==> src/rtl/cfg_chain_loader_if.sv <==
// Host/chain handshake bundle for cfg_chain_loader: command and payload
// valid/ready channels plus the serial chain-head outputs and status.
interface cfg_chain_loader_if #(
  parameter int ID_WIDTH = 3,
  parameter int WORD_W   = 32
);
  logic                cmd_valid;
  logic                cmd_ready;
  logic [ID_WIDTH-1:0] cmd_id;
  logic                data_valid;
  logic                data_ready;
  logic [WORD_W-1:0]   data;
  logic                cfg_in_start;
  logic                cfg_bit_in;
  logic                busy;
  logic                done;
  logic                err;

  modport master (
    output cmd_valid, cmd_id, data_valid, data,
    input  cmd_ready, data_ready, cfg_in_start, cfg_bit_in, busy, done, err
  );

  modport slave (
    input  cmd_valid, cmd_id, data_valid, data,
    output cmd_ready, data_ready, cfg_in_start, cfg_bit_in, busy, done, err
  );
endinterface

==> src/rtl/cfg_chain_loader.sv <==
// Frame sequencer for the daisy-chained config stream: start pulse, tile ID
// header, zero-padded payload, drain, done. All outputs registered.
//
// state  | meaning
// IDLE   | waiting for a command, cmd_ready=1
// FILL   | command latched, waiting for the first payload word
// START  | cfg_in_start pulse cycle
// HEADER | shifting out the tile ID, LSB first
// DATA   | shifting out FRAME_BITS payload bits
// DRAIN  | zero cycles after payload, done in the last one
module cfg_chain_loader #(
  parameter int ID_WIDTH     = 3,
  parameter int SHIFT_LEN    = 16,
  parameter int CFG_SIZE     = 256,
  parameter int WORD_W       = 32,
  parameter int DRAIN_CYCLES = 4
) (
  input  logic          clk,
  input  logic          rst_n,
  cfg_chain_loader_if.slave bus
);
  localparam int FRAME_BITS = ((CFG_SIZE + SHIFT_LEN - 1) / SHIFT_LEN) * SHIFT_LEN;
  localparam int NUM_WORDS  = (FRAME_BITS + WORD_W - 1) / WORD_W;
  localparam int BCNT_W     = $clog2(FRAME_BITS + 1);
  localparam int WCNT_W     = $clog2(NUM_WORDS + 1);
  localparam int WPOS_W     = (WORD_W > 1) ? $clog2(WORD_W) : 1;
  localparam int TMR_MAX    = (ID_WIDTH > DRAIN_CYCLES) ? ID_WIDTH : DRAIN_CYCLES;
  localparam int TMR_W      = $clog2(TMR_MAX + 1);

  localparam logic [BCNT_W-1:0] FRAME_BITS_C = BCNT_W'(FRAME_BITS);
  localparam logic [BCNT_W-1:0] CFG_SIZE_C   = BCNT_W'(CFG_SIZE);
  localparam logic [WCNT_W-1:0] NUM_WORDS_C  = WCNT_W'(NUM_WORDS);
  localparam logic [WPOS_W-1:0] WPOS_LAST    = WPOS_W'(WORD_W - 1);
  localparam logic [TMR_W-1:0]  HDR_LOAD     = TMR_W'(ID_WIDTH - 1);
  localparam logic [TMR_W-1:0]  DRAIN_LOAD   = TMR_W'(DRAIN_CYCLES - 1);

  typedef enum logic [2:0] {IDLE, FILL, START, HEADER, DATA, DRAIN} state_t;

  state_t              state_q, state_d;
  logic [ID_WIDTH-1:0] id_q, id_d;
  logic [WORD_W-1:0]   act_q, act_d;
  logic [WORD_W-1:0]   pre_q, pre_d;
  logic                pre_full_q, pre_full_d;
  logic [BCNT_W-1:0]   bit_cnt_q, bit_cnt_d;
  logic [WCNT_W-1:0]   word_cnt_q, word_cnt_d;
  logic [WPOS_W-1:0]   wpos_q, wpos_d;
  logic [TMR_W-1:0]    tmr_q, tmr_d;
  logic                err_q, err_d;
  logic                start_q, start_d;
  logic                bit_q, bit_d;
  logic                done_q, done_d;
  logic                busy_q, busy_d;
  logic                cmd_ready_q, cmd_ready_d;
  logic                data_ready_q, data_ready_d;
  logic                data_hs, emit, moved, bypass;

  always_comb begin
    state_d    = state_q;
    id_d       = id_q;
    act_d      = act_q;
    pre_d      = pre_q;
    pre_full_d = pre_full_q;
    bit_cnt_d  = bit_cnt_q;
    word_cnt_d = word_cnt_q;
    wpos_d     = wpos_q;
    tmr_d      = tmr_q;
    err_d      = err_q;
    start_d    = 1'b0;
    bit_d      = 1'b0;
    done_d     = 1'b0;
    emit       = 1'b0;
    moved      = 1'b0;
    bypass     = 1'b0;
    data_hs    = bus.data_valid & data_ready_q;

    case (state_q)
      IDLE: begin
        if (bus.cmd_valid && cmd_ready_q) begin
          state_d    = FILL;
          id_d       = bus.cmd_id;
          err_d      = 1'b0;
          bit_cnt_d  = '0;
          word_cnt_d = '0;
          wpos_d     = '0;
          pre_full_d = 1'b0;
        end
      end
      FILL: begin
        if (data_hs) begin
          state_d = START;
          start_d = 1'b1;
        end
      end
      START: begin
        state_d = HEADER;
        tmr_d   = HDR_LOAD;
        bit_d   = id_q[0];
        id_d    = id_q >> 1;
      end
      HEADER: begin
        if (tmr_q == '0) begin
          state_d = DATA;
          emit    = 1'b1;
        end else begin
          tmr_d = tmr_q - 1'b1;
          bit_d = id_q[0];
          id_d  = id_q >> 1;
        end
      end
      DATA: begin
        if (bit_cnt_q == FRAME_BITS_C) begin
          state_d = DRAIN;
          tmr_d   = DRAIN_LOAD;
          done_d  = (DRAIN_CYCLES == 1);
        end else begin
          emit = 1'b1;
        end
      end
      DRAIN: begin
        if (tmr_q == '0) begin
          state_d = IDLE;
        end else begin
          tmr_d  = tmr_q - 1'b1;
          done_d = (tmr_q == TMR_W'(1));
        end
      end
      default: state_d = IDLE;
    endcase

    // After an underrun err_q forces zeros, which also discards late words.
    if (emit) begin
      bit_d     = act_q[0] & ~err_q & (bit_cnt_q < CFG_SIZE_C);
      act_d     = act_q >> 1;
      bit_cnt_d = bit_cnt_q + 1'b1;
      if (wpos_q == WPOS_LAST) begin
        wpos_d = '0;
        if ((bit_cnt_q + 1'b1) < FRAME_BITS_C) begin
          if (pre_full_q) begin
            act_d = pre_q;
            moved = 1'b1;
          end else if (data_hs) begin
            act_d  = bus.data;
            bypass = 1'b1;
          end else begin
            err_d = 1'b1;
          end
        end
      end else begin
        wpos_d = wpos_q + 1'b1;
      end
    end

    if (moved) pre_full_d = 1'b0;
    if (data_hs) begin
      word_cnt_d = word_cnt_q + 1'b1;
      if (state_q == FILL) begin
        act_d = bus.data;
      end else if (!bypass) begin
        pre_d      = bus.data;
        pre_full_d = 1'b1;
      end
    end

    busy_d       = (state_d != IDLE);
    cmd_ready_d  = (state_d == IDLE);
    data_ready_d = ~pre_full_d & (word_cnt_d < NUM_WORDS_C) &
                   ((state_d == FILL) | (state_d == START) |
                    (state_d == HEADER) | (state_d == DATA));
  end

  always_ff @(posedge clk or negedge rst_n) begin
    if (!rst_n) begin
      state_q      <= IDLE;
      id_q         <= '0;
      act_q        <= '0;
      pre_q        <= '0;
      pre_full_q   <= 1'b0;
      bit_cnt_q    <= '0;
      word_cnt_q   <= '0;
      wpos_q       <= '0;
      tmr_q        <= '0;
      err_q        <= 1'b0;
      start_q      <= 1'b0;
      bit_q        <= 1'b0;
      done_q       <= 1'b0;
      busy_q       <= 1'b0;
      cmd_ready_q  <= 1'b1;
      data_ready_q <= 1'b0;
    end else begin
      state_q      <= state_d;
      id_q         <= id_d;
      act_q        <= act_d;
      pre_q        <= pre_d;
      pre_full_q   <= pre_full_d;
      bit_cnt_q    <= bit_cnt_d;
      word_cnt_q   <= word_cnt_d;
      wpos_q       <= wpos_d;
      tmr_q        <= tmr_d;
      err_q        <= err_d;
      start_q      <= start_d;
      bit_q        <= bit_d;
      done_q       <= done_d;
      busy_q       <= busy_d;
      cmd_ready_q  <= cmd_ready_d;
      data_ready_q <= data_ready_d;
    end
  end

  assign bus.cmd_ready    = cmd_ready_q;
  assign bus.data_ready   = data_ready_q;
  assign bus.cfg_in_start = start_q;
  assign bus.cfg_bit_in   = bit_q;
  assign bus.busy         = busy_q;
  assign bus.done         = done_q;
  assign bus.err          = err_q;
endmodule

==> src/flat_wrapper.sv <==
// flat-port wrapper written by rule: the top's interface ports become plain ports
module cfg_chain_loader_flat 
#(
  parameter int ID_WIDTH     = 3,
  parameter int SHIFT_LEN    = 16,
  parameter int CFG_SIZE     = 256,
  parameter int WORD_W       = 32,
  parameter int DRAIN_CYCLES = 4
)
  (clk, rst_n, bus_cmd_valid, bus_cmd_id, bus_data_valid, bus_data, bus_cmd_ready, bus_data_ready, bus_cfg_in_start, bus_cfg_bit_in, bus_busy, bus_done, bus_err);
  cfg_chain_loader_if #(.ID_WIDTH(ID_WIDTH), .WORD_W(WORD_W)) bus_i ();
  input  logic clk;
  input  logic rst_n;
  input wire logic [$bits(bus_i.cmd_valid)-1:0] bus_cmd_valid;
  input wire logic [$bits(bus_i.cmd_id)-1:0] bus_cmd_id;
  input wire logic [$bits(bus_i.data_valid)-1:0] bus_data_valid;
  input wire logic [$bits(bus_i.data)-1:0] bus_data;
  output wire logic [$bits(bus_i.cmd_ready)-1:0] bus_cmd_ready;
  output wire logic [$bits(bus_i.data_ready)-1:0] bus_data_ready;
  output wire logic [$bits(bus_i.cfg_in_start)-1:0] bus_cfg_in_start;
  output wire logic [$bits(bus_i.cfg_bit_in)-1:0] bus_cfg_bit_in;
  output wire logic [$bits(bus_i.busy)-1:0] bus_busy;
  output wire logic [$bits(bus_i.done)-1:0] bus_done;
  output wire logic [$bits(bus_i.err)-1:0] bus_err;
  assign bus_i.cmd_valid = bus_cmd_valid;
  assign bus_i.cmd_id = bus_cmd_id;
  assign bus_i.data_valid = bus_data_valid;
  assign bus_i.data = bus_data;
  assign bus_cmd_ready = bus_i.cmd_ready;
  assign bus_data_ready = bus_i.data_ready;
  assign bus_cfg_in_start = bus_i.cfg_in_start;
  assign bus_cfg_bit_in = bus_i.cfg_bit_in;
  assign bus_busy = bus_i.busy;
  assign bus_done = bus_i.done;
  assign bus_err = bus_i.err;
  cfg_chain_loader #(.ID_WIDTH(ID_WIDTH), .SHIFT_LEN(SHIFT_LEN), .CFG_SIZE(CFG_SIZE), .WORD_W(WORD_W), .DRAIN_CYCLES(DRAIN_CYCLES)) u_core (.clk(clk), .rst_n(rst_n), .bus(bus_i));
endmodule
==> config.mk <==
export PLATFORM = sky130hd
export DESIGN_NAME = cfg_chain_loader_flat
export DESIGN_NICKNAME = d
export VERILOG_FILES = /design/src/rtl/cfg_chain_loader_if.sv /design/src/rtl/cfg_chain_loader.sv /design/src/flat_wrapper.sv
export SDC_FILE = /design/constraint.sdc
export NUM_CORES = 1
export LEC_CHECK = 0
export ABC_AREA = 1
export CAP_MARGIN = 20
export CORE_MARGIN = 8
export CORE_UTILIZATION = 40
export CTS_CLUSTER_DIAMETER = 40
export DETAILED_ROUTE_END_ITERATION = 8
export SLEW_MARGIN = 10
export SYNTH_ARGS = -nofsm -noshare
export SYNTH_HDL_FRONTEND = slang
export SYNTH_SLANG_ARGS = --single-unit
==> constraint.sdc <==
create_clock -name clk -period 1.95 [get_ports clk]
set_clock_uncertainty 0.05 [all_clocks]
set_input_delay 0.195 -clock clk [delete_from_list [all_inputs] [get_ports clk]]
set_output_delay 0.195 -clock clk [all_outputs]
set_load 0.02 [all_outputs]
==> results of run 1 <==
## kinds of logic after synthesis
family,count (synthesis),synth area share
AO/OA/AOI/OAI,159,0.150
XOR/XNOR,7,0.0111
flip-flops,99,0.449
adder cells (fa/ha/maj),10,0.0227
AND/OR/NAND/NOR,333,0.244
buffers and inverters,160,0.122
## stage by stage
| stage | setup WS [ns] | hold WS, ns |
|---|---|---|
| 2_1_floorplan | 0.189 | -0.151 |
| 3_3_place_gp | 0.0335 | 0.125 |
| 3_5_place_dp | 0.0100 | 0.129 |
| 4_1_cts | 0.00239 | 0.290 |
| 5_1_grt | -0.125 | 0.329 |
| 6_report | 0.000712 | 0.279 |
## registers in the layout, summed over array words and instances (netlist names), 3 cells and up
name	cells
u_core.act_q	32
u_core.wpos_q	5
u_core.pre_q	32
u_core.bit_cnt_q	9
u_core.tmr_q	3
u_core.word_cnt_q	4
u_core.id_q	3
u_core.state_q	3
## area by class of cell
| class | count | area (um^2) | share of cell area |
|---|---|---|---|
| Sequential cell | 99 | 2480 | 0.356 |
| Clock buffer | 13 | 260 | 0.0374 |
| Timing Repair Buffer | 80 | 971 | 0.139 |
| Inverter | 127 | 479 | 0.0688 |
| Multi-Input combinational cell | 510 | 2510 | 0.361 |
| Tap cell | 180 | 225 | 0.0324 |
| Clock inverter | 2 | 35.0 | 0.00503 |
## placed cells by master (no fill, tap or decap), types with 2 or more instances in the layout
master | Yosys | routed
sky130_fd_sc_hd__a21oi_1 | 68 | 68
sky130_fd_sc_hd__a22o_1 | 2 | 2
sky130_fd_sc_hd__buf_12 | 0 | 13
sky130_fd_sc_hd__buf_4 | 2 | 15
sky130_fd_sc_hd__buf_6 | 7 | 2
sky130_fd_sc_hd__clkbuf_1 | 12 | 2
sky130_fd_sc_hd__clkbuf_16 | 0 | 14
sky130_fd_sc_hd__clkbuf_8 | 0 | 2
sky130_fd_sc_hd__clkdlybuf4s50_1 | 0 | 44
sky130_fd_sc_hd__dfrtp_1 | 98 | 98
sky130_fd_sc_hd__ha_1 | 10 | 9
sky130_fd_sc_hd__inv_1 | 123 | 122
sky130_fd_sc_hd__inv_2 | 4 | 4
sky130_fd_sc_hd__nand2_1 | 157 | 137
sky130_fd_sc_hd__nand2_2 | 1 | 20
sky130_fd_sc_hd__nand2_4 | 2 | 3
sky130_fd_sc_hd__nand3_1 | 21 | 19
sky130_fd_sc_hd__nand3_2 | 1 | 2
sky130_fd_sc_hd__nor2_1 | 140 | 137
sky130_fd_sc_hd__nor2_2 | 2 | 4
sky130_fd_sc_hd__nor2_4 | 2 | 3
sky130_fd_sc_hd__o21a_1 | 3 | 3
sky130_fd_sc_hd__o21ai_0 | 47 | 40
sky130_fd_sc_hd__o21ai_1 | 29 | 25
sky130_fd_sc_hd__o21ai_2 | 0 | 11
sky130_fd_sc_hd__o22ai_1 | 5 | 5
sky130_fd_sc_hd__o31ai_1 | 3 | 3
sky130_fd_sc_hd__or2_2 | 2 | 2
sky130_fd_sc_hd__xnor2_1 | 2 | 2
sky130_fd_sc_hd__xor2_1 | 5 | 5
## per-layer routing
metal / routed length (um) / global-route usage
met1: 6620 / 0.192
met2: 6600 / 0.246
met3: 477 / 0.0320
met4: 134 / 0.0536
met5: 0 / 0
## power by group through the flow
stage               clock [mW]  sequential, mW  combinational (mW)
detailed placement           0            3.49                3.83
floorplan                    0            3.40                2.85
finish                    1.84            3.49                4.26
CTS                       1.88            3.46                3.86
global route              1.96            3.59                4.88
global placement             0            3.45                3.73
## worst paths after layout
path / startpoint / endpoint / slack [ns] / depth (start not counted)
max in group asynchronous: rst_n / u_core.pre_q[19] / 1.00 / 3
max: u_core.bit_cnt_q[0] / u_core.pre_q[28] / 0.0007 / 11
min: rst_n / u_core.wpos_q[3] / 0.28 / 2
max reg2reg: u_core.bit_cnt_q[0] / u_core.pre_q[28] / 0.0007 / 11
min in group clk: bus_data[12] / u_core.pre_q[12] / 0.39 / 3
min reg2reg: u_core.pre_q[30] / u_core.pre_q[30] / 0.44 / 2
## worst max-delay path, cell delays in order, from the launching register on
cell	delay [ns]
sky130_fd_sc_hd__dfrtp_1	0.40
sky130_fd_sc_hd__ha_2	0.20
sky130_fd_sc_hd__nand2_2	0.07
sky130_fd_sc_hd__nor2_4	0.16
sky130_fd_sc_hd__nand2_2	0.07
sky130_fd_sc_hd__nand2_2	0.07
sky130_fd_sc_hd__nand2_2	0.07
sky130_fd_sc_hd__nor2_4	0.17
sky130_fd_sc_hd__nand3_4	0.13
sky130_fd_sc_hd__nand2_8	0.17
sky130_fd_sc_hd__clkbuf_16	0.19
sky130_fd_sc_hd__o21ai_1	0.07
## repair_timing
action	in CTS	in global routing
endpoints found under the setup margin	0	72
hold buffers	1	0
setup buffers	0	9
endpoints found under the hold margin	28	0
gates resized for setup	0	52
==> results list, run 1 <==
- The flow ran to the end, and the final reports show no timing, DRC or antenna violations.
* Die height: 133 um
* Initial DRC Count: around 350
- Of the post-synthesis cell area, the dominant cell type holds 0.444.
* Relative max-transition margin: 0.714
- Startpoint class of the critical path: register
- Among all flip-flop cells after synthesis, the most frequent one is sky130_fd_sc_hd__dfrtp_1.
- Yosys attributes the largest share of cell area to sky130_fd_sc_hd__dfrtp_1 (44%), sky130_fd_sc_hd__nand2_1 (11%), sky130_fd_sc_hd__nor2_1 (9.5%).
- Routability-driven placement finished with a final weighted congestion of just over 0.8.
* CP Class: reg2reg
* Actual transition at the worst max-transition pin: 0.428 ns
* VDD IR max: about 500 uV
* CTS tree: done
* Number of CTS-inserted buffers: 9
* Period utilization: 1.00
- Count of endpoints failing setup in the final report: 0
- Counting tap cells, the placed design contains a total of 980 instances.
- Per-instance average area after synthesis: 7.18 um^2
- Master cell of the clock root buffer: sky130_fd_sc_hd__clkbuf_16
- Final standard cell area without fillers: 6960 um^2
* Max Clk Rate: just over 0.5 GHz
- The largest total area in the synthesized netlist belongs to sky130_fd_sc_hd__dfrtp_1.
- For the worst setup path, the data required time is 2.13 ns.
- Adding up every negative setup slack in the final design gives 0 ns.
* Switching share of total power: 0.389
* Core Box Area: 13,700 um^2
- Clk_lat worst skew: 0.35 ns
* Minimum clock period after layout: 1.95 ns
* Total gr overflow: 0
- Sequential fraction of the synthesis area: 0.449
- Net count, final: between 800 and 900
- The number of global-route vias before repair is 4,750.
* Vias per std cell: 4.86
- Most numerous cell types in the synthesized netlist: sky130_fd_sc_hd__nand2_1 (157), sky130_fd_sc_hd__nor2_1 (140), sky130_fd_sc_hd__inv_1 (123), sky130_fd_sc_hd__dfrtp_1 (98), sky130_fd_sc_hd__a21oi_1 (68)
* Nature of the critical path endpoint: register
- Post-layout instance count excluding filler cells: just over 1,000
* Routed wire length per instance: between 10 and 15 um
- Power density over cell area: between 1000 and 1500 nW/um^2
- Net switching power: ~3.7 mW
- The initial utilization of the core area, before any placement, comes to 0.404.
- Final core utilization: 0.509
- Number of sinks handled by clock tree synthesis: 99
* Largest net degree at the start of global routing: 42
- Synth async-reset ratio: 1.00
- Count of flip-flops with a built-in enable after synthesis: 0
* Diodes inserted: 0
* Total routing usage reported by global routing: 0.150
- Filler instances: around 1,300
* Post-place instance area: 6310 um^2
- Number of distinct library cell variants in the gate-level netlist after synthesis: 35
* Relative contribution of sequential cells to total power: 0.364
- Clock-pin slew was measured on the worst setup and hold paths at 0.07 ns.
- Die width: 133 um
* Count of pins on the block boundary: 46
- Net count after synthesis: 817
- Wire length after detailed routing: approximately 14,000 um
* Fraction of layout instances using a drive strength above 1: 0.124
- Overall power consumption: 9.60 mW
- Buffer depth of the longest clock path: 2
- Instance count of the mapped netlist: 768
- Arrival @ worst endpoint: approximately 2.1 ns
* Synthesis warning total: 0
* CP Max Fanout: 12
- In this run the static leakage power is 3.57 nW.
- Final max-slew violation count: 0
* Most used standard cell by instance count after synthesis: sky130_fd_sc_hd__nand2_1
- The internal power of the cells totals 5.87 mW.
- Number of rows created at floorplan: between 40 and 50
* DPL Wire Length: 8620 um
- Total of flip-flops plus latches after synthesis: 99
- The first global-routing pass estimated 22,200 um of wire.
* Post-DRT Antenna Nets: 0
* DRC violation count after routing: 0
- H-tree levels: 3
* Unrepaired setup endpoints after global routing: true
- Summing over every cut layer, the via total after detailed routing is 4,910.
* Number of I/O port buffers: 45
* Number of violations of the max-capacitance limit: 0
- Clk network pwr share: 0.192
* Summed instance area of the synthesized netlist: 5520 um^2
- Antenna violations before repair: 0
* Synth-to-Final Area Change: 26.2%
* Type of the tightest min-delay check: in2async
* Hold Vio Cnt, Final: 0
* First-pass iteration count of the detailed router: 5
- Comb pwr share: 0.444
- Overall die area: ~18,000 um^2
Power figures use the tool's default switching activity.
==> run 2, diff against run 1 <==
--- a/config.mk
+++ b/config.mk
@@ -7,10 +7,13 @@
 export LEC_CHECK = 0
 export ABC_AREA = 1
 export CAP_MARGIN = 20
+export CELL_PAD_IN_SITES_DETAIL_PLACEMENT = 1
+export CELL_PAD_IN_SITES_GLOBAL_PLACEMENT = 1
 export CORE_MARGIN = 8
 export CORE_UTILIZATION = 40
 export CTS_CLUSTER_DIAMETER = 40
 export DETAILED_ROUTE_END_ITERATION = 8
+export PLACE_DENSITY_LB_ADDON = 0.1
 export SLEW_MARGIN = 10
 export SYNTH_ARGS = -nofsm -noshare
 export SYNTH_HDL_FRONTEND = slang
==> run 2 against run 1 <==
Compared with the run above:
- cell count rose by 0.49%
- clock power fell by 5%
- non-clock buffer count rose by 5
- sequential power barely moved
- flip-flop and latch count did not move
- worst setup slack improved by 0.014 ns
- die area did not move
- worst hold slack improved by 0.085 ns
- design area fell by 0.13%
- critical path type unchanged
- largest cell class unchanged
==> results list, run 2 (synthesis results as in run 1) <==
- The run finished with clean final reports.
* Number of CTS-inserted buffers: 9 (unchanged)
* Buffer depth of the longest clock path: 2 (unchanged)
- The final instance area is 6950 um^2 (-0.13%).
- Vias per std cell: 5.00 (+2.9%)
* Core Box Area: 13,700 um^2 (unchanged)
- The largest net degree at the start of global routing was 100 (+140%).
- The power density over the cells is 1400 nW/um^2 (+1.5%).
- DPL Wire Length: 10,300 um (+20%)
- The number of endpoints with negative hold slack in the final report is 0 (unchanged).
- The final worst-path cycle share was 0.992 (-0.00719).
- Worst path required time: 2.17 ns (+0.04 ns)
- The maximum ir drop on the vdd rail was 513 uV (+1.1%).
* Die height: 133 um (unchanged)
- Clk_lat worst skew: 0.36 ns (about the same)
- The number of iterations in the first detailed-routing pass is 4 (-1).
* GP Congestion: 0.816 (+1.2%)
* Die width: 133 um (unchanged)
- Type of the tightest min-delay check: in2async
* Minimum clock period after layout: 1.94 ns (-0.0140 ns)
* Via count of the routed design: 5,079 (+3.4%)
- Count of endpoints failing setup in the final report: 0 (unchanged)
- Compared with the post-synthesis result, the final layout area differs by 26.0%.
- DRC violation count after routing: 0 (unchanged)
- TritonCTS built the clock tree.
- The largest fanout of any net on the critical path came to 7 (-5).
* Fraction of layout instances using a drive strength above 1: 0.133 (+0.00883)
* Worst reg-to-reg setup slack: 0.01 ns (about the same)
* Unrepaired setup endpoints after global routing: true
- Initial standard-cell utilization of the core: 0.404 (unchanged)
- The wire length of the first global-routing pass came to 25,900 um (+17%).
- Vias in the first global route: 5,466 (+15%)
- The total power came to 9.73 mW (+1.4%).
- Leaving out fill and tap cells, the most frequent cell in the layout is sky130_fd_sc_hd__nand2_1.
* Cell depth of the worst flop-to-flop path: 11 (unchanged)
- The row count was 43 (unchanged).
- Total gr overflow: 0 (unchanged)
- The post-layout net count came to 880 (+0.46%).
- CTS placed an instance of sky130_fd_sc_hd__clkbuf_16 at the clock tree root.
- The total of buffers placed on input and output ports is 45 (unchanged).
* Final core utilization: 0.509 (-0.000641)
* Number of violations of the max-capacitance limit: 0 (unchanged)
- CTS clock-pin slew for the worst setup and hold paths: 0.07 ns (about the same)
- Nature of the critical path endpoint: register
- The initial antenna violation count is 0 (unchanged).
- Max Clk Rate: 0.517 GHz (+0.72%)
* Startpoint class of the critical path: register
- In the layout the commonest cells are sky130_fd_sc_hd__nand2_1 (143), sky130_fd_sc_hd__nor2_1 (135), sky130_fd_sc_hd__inv_1 (120), sky130_fd_sc_hd__dfrtp_1 (98), sky130_fd_sc_hd__a21oi_1 (65).
- The actual transition at the worst max-transition pin is 0.584 ns (+0.155 ns).
* H-tree levels: 3 (unchanged)
- Post-place instance area: 6270 um^2 (-0.56%)
- Wire length after detailed routing: 15,700 um (+14%)
- Count of pins on the block boundary: 46 (unchanged)
- Overall die area: 17,800 um^2 (unchanged)
* Post-DRT Antenna Nets: 0 (unchanged)
- The largest registers in the layout are u_core.act_q: 32 flops, u_core.pre_q: 32 flops, u_core.bit_cnt_q: 9 flops.
* Routed wire length per instance: 15.5 um (+13%)
- The remaining max-slew budget at the tightest pin came to 0.611 (-0.103).
- P_leak: 3.56 nW (-0.26%)
* Arrival @ worst endpoint: 2.16 ns (+0.03 ns)
- The final count of pins violating max slew came to 0 (unchanged).
- Final hold slack: 0.364 ns (+0.0851 ns)
- Total routing usage reported by global routing: 0.177 (+0.0272)
- The critical path is of the reg2reg type.
* Number of sinks handled by clock tree synthesis: 99 (unchanged)
- The first-iteration detailed-routing DRC count is 250 (-29%).
- The antenna diode instance count came to 0 (unchanged).
==> run 2: cell types whose count changed in the layout (fill, tap and decap cells not counted), moves of 5 or more <==
cell                      change
sky130_fd_sc_hd__nand2_1      +6
sky130_fd_sc_hd__o21ai_1     +12
sky130_fd_sc_hd__o21ai_0      -8
sky130_fd_sc_hd__nand2_2      -6
sky130_fd_sc_hd__buf_4        +5
==> run 2: worst paths after layout <==
| check | end | start |
|---|---|---|
| max | u_core.pre_q[10] | u_core.wpos_q[1] |
| min | u_core.bus.done | rst_n |
| max reg2reg | u_core.pre_q[10] | u_core.wpos_q[1] |
| min reg2reg | u_core.id_q[1] | u_core.id_q[1] |
| max in group asynchronous | u_core.act_q[9] | rst_n |
| min in group clk | u_core.pre_q[24] | bus_data[24] |
==> run 2: power by group <==
part           leakage [nW]  switching, mW  internal, mW  total (mW)
Clock                 0.135          0.858         0.889        1.75
Sequential             1.22          0.526          2.97        3.50
Combinational          2.20           2.61          1.88        4.49
==> run 2: critical path, stage by stage (launching register included) <==
cell and delay [ns]:
sky130_fd_sc_hd__dfrtp_1 0.39, sky130_fd_sc_hd__ha_2 0.20, sky130_fd_sc_hd__nand2_2 0.07, sky130_fd_sc_hd__nor2_2 0.11, sky130_fd_sc_hd__ha_2 0.21, sky130_fd_sc_hd__inv_4 0.04, sky130_fd_sc_hd__nor2_4 0.17, sky130_fd_sc_hd__nand3_4 0.13
sky130_fd_sc_hd__nand2_8 0.16, sky130_fd_sc_hd__clkbuf_16 0.18, sky130_fd_sc_hd__nand2_2 0.05, sky130_fd_sc_hd__o21ai_1 0.09
==> run 2: area by class of cell <==
cell class	instances	area, um^2
multi-input combinational	509	2510
tap	180	225
timing repair buffer	85	976
clock inverter	7	61.3
fill	1731	6710
sequential	99	2480
clock buffer	9	225
inverter	127	479
==> run 2: metrics by stage <==
step	setup slack, ns	std cells	setup TNS (ns)
2_1_floorplan	0.189	768	0
3_3_place_gp	0.0674	982	0
3_5_place_dp	-0.0279	982	-0.102
4_1_cts	0.0146	1004	0
5_1_grt	-0.0729	1016	-1.85
6_report	0.0147	1016	0
==> run 2: repair_timing <==
action                                  4_1_cts  5_1_grt
endpoints found under the setup margin       16       68
hold endpoints to repair                     98        0
pin swaps                                     2       11
buffers inserted                              4        8
gates cloned                                  1        4
resized for setup                             5       61
hold buffers                                  1        0
==> run 2: layer usage <==
| metal | up-vias | share of wire | global-route usage |
|---|---|---|---|
| met5 | - | 0 | 0 |
| met4 | 0 | 0.025 | 0.0817 |
| met3 | 24 | 0.028 | 0.0313 |
| met2 | 67 | 0.47 | 0.289 |
| met1 | 2495 | 0.47 | 0.225 |
| li1 | 2493 | - | - |
==> run 3, diff against run 2 <==
--- a/config.mk
+++ b/config.mk
@@ -6,11 +6,11 @@
 export NUM_CORES = 1
 export LEC_CHECK = 0
 export ABC_AREA = 1
-export CAP_MARGIN = 20
+export CAP_MARGIN = 25
 export CELL_PAD_IN_SITES_DETAIL_PLACEMENT = 1
 export CELL_PAD_IN_SITES_GLOBAL_PLACEMENT = 1
 export CORE_MARGIN = 8
-export CORE_UTILIZATION = 40
+export CORE_UTILIZATION = 43
 export CTS_CLUSTER_DIAMETER = 40
 export DETAILED_ROUTE_END_ITERATION = 8
 export PLACE_DENSITY_LB_ADDON = 0.1
==> run 3 against run 2 <==
Compared with the run above:
- the flow now finishes with violations (setup timing)
- via count up 5.1%
- total power up 6.8%
- utilization up 6.1 points
- maximum frequency down 6.8%
- first-iteration DRC count up 34%
==> results list, run 3 (synthesis results as in run 1) <==
- The all-layer global routing usage was 0.206 (+0.0288).
* Via count of the routed design: 5,340 (+5.1%)
- The remaining max-slew budget at the tightest pin came to 0.703 (+0.0920).
* Post-place instance area: 6290 um^2 (+0.28%)
- The final setup violation count came to 50 (+50).
- Fraction of layout instances using a drive strength above 1: 0.150 (+0.0172)
- Filler instances: 1,560 (-9.9%)
- Diodes inserted: 0 (unchanged)
- The largest registers in the layout are u_core.act_q: 32 flops, u_core.pre_q: 32 flops, u_core.bit_cnt_q: 9 flops.
- Largest net degree at the start of global routing: 40 (-60%)
- Die width: 129 um (-3.1%)
- Startpoint class of the critical path: register
- The switching power as a share of total power came to 0.411 (+0.00109).
- The power density over the cells came to 1450 nW/um^2 (+3.7%).
* Number of I/O port buffers: 45 (unchanged)
- The data required time of the critical path is 2.19 ns (+0.02 ns).
- By instance count, the cell type seen most on the critical path is sky130_fd_sc_hd__nand2_2.
* Run status: complete, but fails checks
- The reported net switching power came to 4.28 mW (+7.1%).
- For this design, the slowest cell found on the critical path is sky130_fd_sc_hd__dfrtp_1.
- The row count came to 41 (-4.7%).
- The final reports fail on setup timing.
- Count of pins on the block boundary: 46 (unchanged)
- First-pass iteration count of the detailed router: 4 (unchanged)
* Highest-utilization routing layer at the global route stage: met2
* Minimum clock period after layout: 2.08 ns (+0.140 ns)
- The worst hold slack across all endpoints was 0.278 ns (-0.0861 ns).
* Buffer depth of the longest clock path: 2 (unchanged)
* Post-DRT Antenna Nets: 0 (unchanged)
- Overall power consumption: 10.4 mW (+6.8%)
* Core Box Area: 12,600 um^2 (-8.0%)
- Clk network pwr share: 0.194 (+0.015)
- The met2 usage in global routing came to 0.370 (+0.0814).
* Wire length after detailed routing: 18,500 um (+18%)
* CTS clock-pin slew for the worst setup and hold paths: 0.08 ns (about the same)
* Buffering stage count on the worst path with inverters included: 1 (-1)
- DRC violation count after routing: 0 (unchanged)
* Initial standard-cell utilization of the core: 0.439 (+0.0353)
* Vias in the first global route: 5,552 (+1.6%)
- H-tree levels: 3 (unchanged)
- The largest fanout of any net on the critical path was 8 (+1).
- Comb pwr share: 0.466 (+0.005)
* GP Congestion: 0.789 (-3.2%)
- The floorplan die height came to 129 um (-3.1%).
- The floorplan die area was 16,700 um^2 (-6.2%).
- The first-iteration detailed-routing DRC count came to 335 (+34%).
* Actual transition at the worst max-transition pin: 0.446 ns (-0.138 ns)
- The clock net sink count was 99 (unchanged).
- CTS tree: done
- VDD IR max: 621 uV (+21%)
* Vias per std cell: 5.24 (+4.8%)
* Hold Vio Cnt, Final: 0 (unchanged)
- Leaving out fill and tap cells, the most frequent cells in the layout are sky130_fd_sc_hd__nand2_1 (146), sky130_fd_sc_hd__nor2_1 (133), sky130_fd_sc_hd__inv_1 (120), sky130_fd_sc_hd__dfrtp_1 (98), sky130_fd_sc_hd__a21oi_1 (56).
- Commonest non-fill, non-tap cell in the layout: sky130_fd_sc_hd__nand2_1
- The critical path is of the reg2reg type.
- Walking the worst path, the cells encountered are ha_2 > nand2_2 > nor2_4 > nand2_2 > nand2_2 > nand2_2 > nor2_4 > nand3_4 > nand2_8 > clkbuf_16 > nand2_1 > o21ai_1.
* Antenna violations before repair: 0 (unchanged)
* Final max-slew violation count: 0 (unchanged)
* Wire length of the first global-routing pass: 27,100 um (+4.7%)
- Clk_lat worst skew: 0.36 ns (about the same)
* Family with the most delay on the worst path: simple AND/OR/NAND/NOR gates
- STA classifies the critical path endpoint as a register.
- Number of CTS-inserted buffers: 9 (unchanged)
- Setup repair after global routing could not meet its margin everywhere.
- Met1 routing resource usage after global routing: 0.236 (+0.0112)
- Total gr overflow: 0 (unchanged)
* DPL Wire Length: 10,600 um (+2.9%)
- Net count, final: 891 (+1.3%)
- Synth-to-Final Area Change: 29.8%
- Final standard cell area without fillers: 7160 um^2 (+3.0%)
* Number of violations of the max-capacitance limit: 0 (unchanged)
* Internal power summed over all cells: 6.12 mW (+6.6%)
* Master cell of the clock root buffer: sky130_fd_sc_hd__clkbuf_16
- The detailed-route wire length per cell was 18.2 um (+17%).
- P_leak: 3.65 nW (+2.5%)
- The arrival time at the worst endpoint was 2.32 ns (+0.16 ns).
* Met3 capacity usage during global routing: 0.0505 (+0.0193)
- Max Clk Rate: 0.482 GHz (-6.8%)
- The worst hold path belongs to the class in2async.
- The final worst-path cycle share came to 1.06 (+0.0719).
* Worst-case setup margin in the final layout: -0.126 ns (-0.140 ns)
* Final core utilization: 0.570 (+0.0612)
* Relative contribution of sequential cells to total power: 0.340 (-0.019)
- Highest cell delay on the worst timing path: 0.42 ns (+0.03 ns)
run 3: cell count changes in the layout (fill, tap and decap cells not counted), sizes merged:
| cell | delta |
|---|---|
| bufinv | +2 |
| nand2 | +2 |
| clkinvlp | +1 |
| clkbuf | +3 |
| inv | -4 |
| buf | +7 |
run 3: through the flow:
step	setup slack (ns)	setup TNS, ns	cells
finish	-0.126	-3.67	1019
global route	-0.183	-9.31	1019
CTS	0.0145	0	1001
detailed placement	-0.196	-1.24	976
global placement	-0.156	-0.892	976
floorplan	0.189	0	768
run 3: path summary, 6_finish.rpt:
check                                     from               end  slack (ns)  cells after the start
hold / removal                           rst_n   u_core.bus.done        0.28                      2
setup / recovery           u_core.bit_cnt_q[1]  u_core.pre_q[15]       -0.13                     12
max in group asynchronous                rst_n  u_core.pre_q[22]        1.01                      3
setup reg to reg           u_core.bit_cnt_q[1]  u_core.pre_q[15]       -0.13                     12
hold reg to reg               u_core.pre_q[25]  u_core.pre_q[25]        0.44                      2
min in group clk                  bus_data[20]  u_core.pre_q[20]        0.39                      3
run 3: worst reg2reg max path, stage by stage, from the launching register on:
cell                        delay [ns]
sky130_fd_sc_hd__dfrtp_1          0.42
sky130_fd_sc_hd__ha_2             0.23
sky130_fd_sc_hd__nand2_2          0.08
sky130_fd_sc_hd__nor2_4           0.16
sky130_fd_sc_hd__nand2_2          0.07
sky130_fd_sc_hd__nand2_2          0.08
sky130_fd_sc_hd__nand2_2          0.08
sky130_fd_sc_hd__nor2_4           0.19
sky130_fd_sc_hd__nand3_4          0.16
sky130_fd_sc_hd__nand2_8          0.18
sky130_fd_sc_hd__clkbuf_16        0.19
sky130_fd_sc_hd__nand2_1          0.06
sky130_fd_sc_hd__o21ai_1          0.07
run 3: metal layers:
layer	vias to the layer above	part of all wire	wire, um
li1	2522	-	-
met1	2656	0.41	7570
met2	131	0.52	9630
met3	31	0.050	934
met4	0	0.020	371
met5	-	0	0
run 3: power groups by stage:
stage / combinational (mW) / clock (mW) / sequential, mW
after floorplan: 2.85 / 0 / 3.40
final: 4.85 / 2.01 / 3.54
after CTS: 4.23 / 2.04 / 3.49
after global routing: 5.41 / 2.10 / 3.63
after global placement: 3.82 / 0 / 3.45
after detailed placement: 4.05 / 0 / 3.51
run 3: area by class of cell:
class | instances | area [um^2] | area share
clock inverters | 6 | 88.8 | 0.0124
inverters | 127 | 483 | 0.0674
well taps | 172 | 215 | 0.0300
flip-flops and latches | 99 | 2480 | 0.346
repair buffers | 94 | 1110 | 0.156
clock buffers | 10 | 239 | 0.0334
multi-input cells | 511 | 2540 | 0.355
run 3: timing repair:
item	CTS	global route
pin swaps	3	10
gates resized for setup	8	65
hold endpoints to repair	28	0
setup buffers	6	9
gates cloned	2	9
hold buffers	1	0
setup endpoints to repair	67	85
==> RTL change, RTL diff (config.mk and constraints of run 3) <==
Compare `bit_cnt_q` against `FRAME_BITS_C` with >= in place of ==.
--- a/src/rtl/cfg_chain_loader.sv
+++ b/src/rtl/cfg_chain_loader.sv
@@ -110,3 +110,3 @@
       DATA: begin
-        if (bit_cnt_q == FRAME_BITS_C) begin
+        if (bit_cnt_q >= FRAME_BITS_C) begin
           state_d = DRAIN;
Check against the original RTL: no difference found for any inputs over 10 cycles, from zero or initial values and one cycle with rst_n low; that may be too few to reach the edited logic, so the function may still have changed.
==> RTL change against run 3 <==
- non-clock buffer count down 22
- wire length down 20%
- area after synthesis up 2.8%
- final area down 5.2%
- total power down 4.7%
- setup slack better by 0.23 ns
- count of clock-buffer cells in the layout up 2
- sequential cell count unchanged
- critical path type unchanged
- critical endpoint is now u_core.pre_q[13]
==> RTL change: results (changes against run 3) <==
- Nets: 857 (-3.8%)
- Area of the multi-input gates: 2564 um2 (+0.74%)
- Placed Cells: 972 (-0.41%)
- RePlAce Congestion: 0.8056 (+2.1%)
- Status: finished clean
- Sequential share of the synthesized area: 43.69% (-1.2 points)
- Clock group power: 1770 uW (-12%)
- Mux cell area share after synthesis: 0.1764% (+0.18 points)
- Sequential share of power: 35.4% (+1.4 points)
- Via/cell ratio: 5.003 (-4.5%)
- Synth Area in XOR/XNOR: 0.7719% (-0.34 points)
- Compound-Gate Fraction of Synth Area: 16.78% (+1.8 points)
- Vias in the first global route: 5367 (-3.3%)
- Synth Cell Area: 5673 um2 (+2.8%)
- Post-CTS Setup Bufs: 0 (-6)
- First-pass GRT wire length: 25390 um (-6.4%)
- Cell leakage power: 0.003468 uW (-4.9%)
- Worst slack at placement: 0.02502 ns (+0.2208 ns)
- Global Route Usage Sum: 18.75% (-1.9 points)
- Avg WL per Cell: 14.91 um (-18%)
- CTS resizes: 0 (-8)
- Net Sw Frac: 41.06% (-0.074 points)
- Layout clock buffers: 12 (+2)
- Post-synthesis adder-cell area fraction: 2.206% (-0.062 points)
- DR vias: 4943 (-7.4%)
- Peak supply drop: 0.5037 mV (-19%)
- Signal inverters: 128 (+0.79%)
- Post-Syn Nets: 809 (-0.98%)
==> RTL change: worst paths after layout <==
| check | startpoint | endpoint | slack, ns | depth (start not counted) |
|---|---|---|---|---|
| max in group asynchronous | rst_n | u_core.act_q[12] | 0.89 | 3 |
| max | u_core.state_q[1] | u_core.pre_q[13] | 0.11 | 10 |
| min in group clk | bus_data[19] | u_core.act_q[19] | 0.39 | 3 |
| max reg2reg | u_core.state_q[1] | u_core.pre_q[13] | 0.11 | 10 |
| min reg2reg | u_core.pre_q[23] | u_core.pre_q[23] | 0.44 | 2 |
| min | rst_n | u_core.id_q[2] | 0.29 | 2 |
==> RTL change: routing by layer <==
layer | up-vias | wire length [um]
met1 | 2424 | 6762
met4 | 0 | 239
met5 | - | 0
met3 | 15 | 352
met2 | 47 | 7375
li1 | 2457 | -
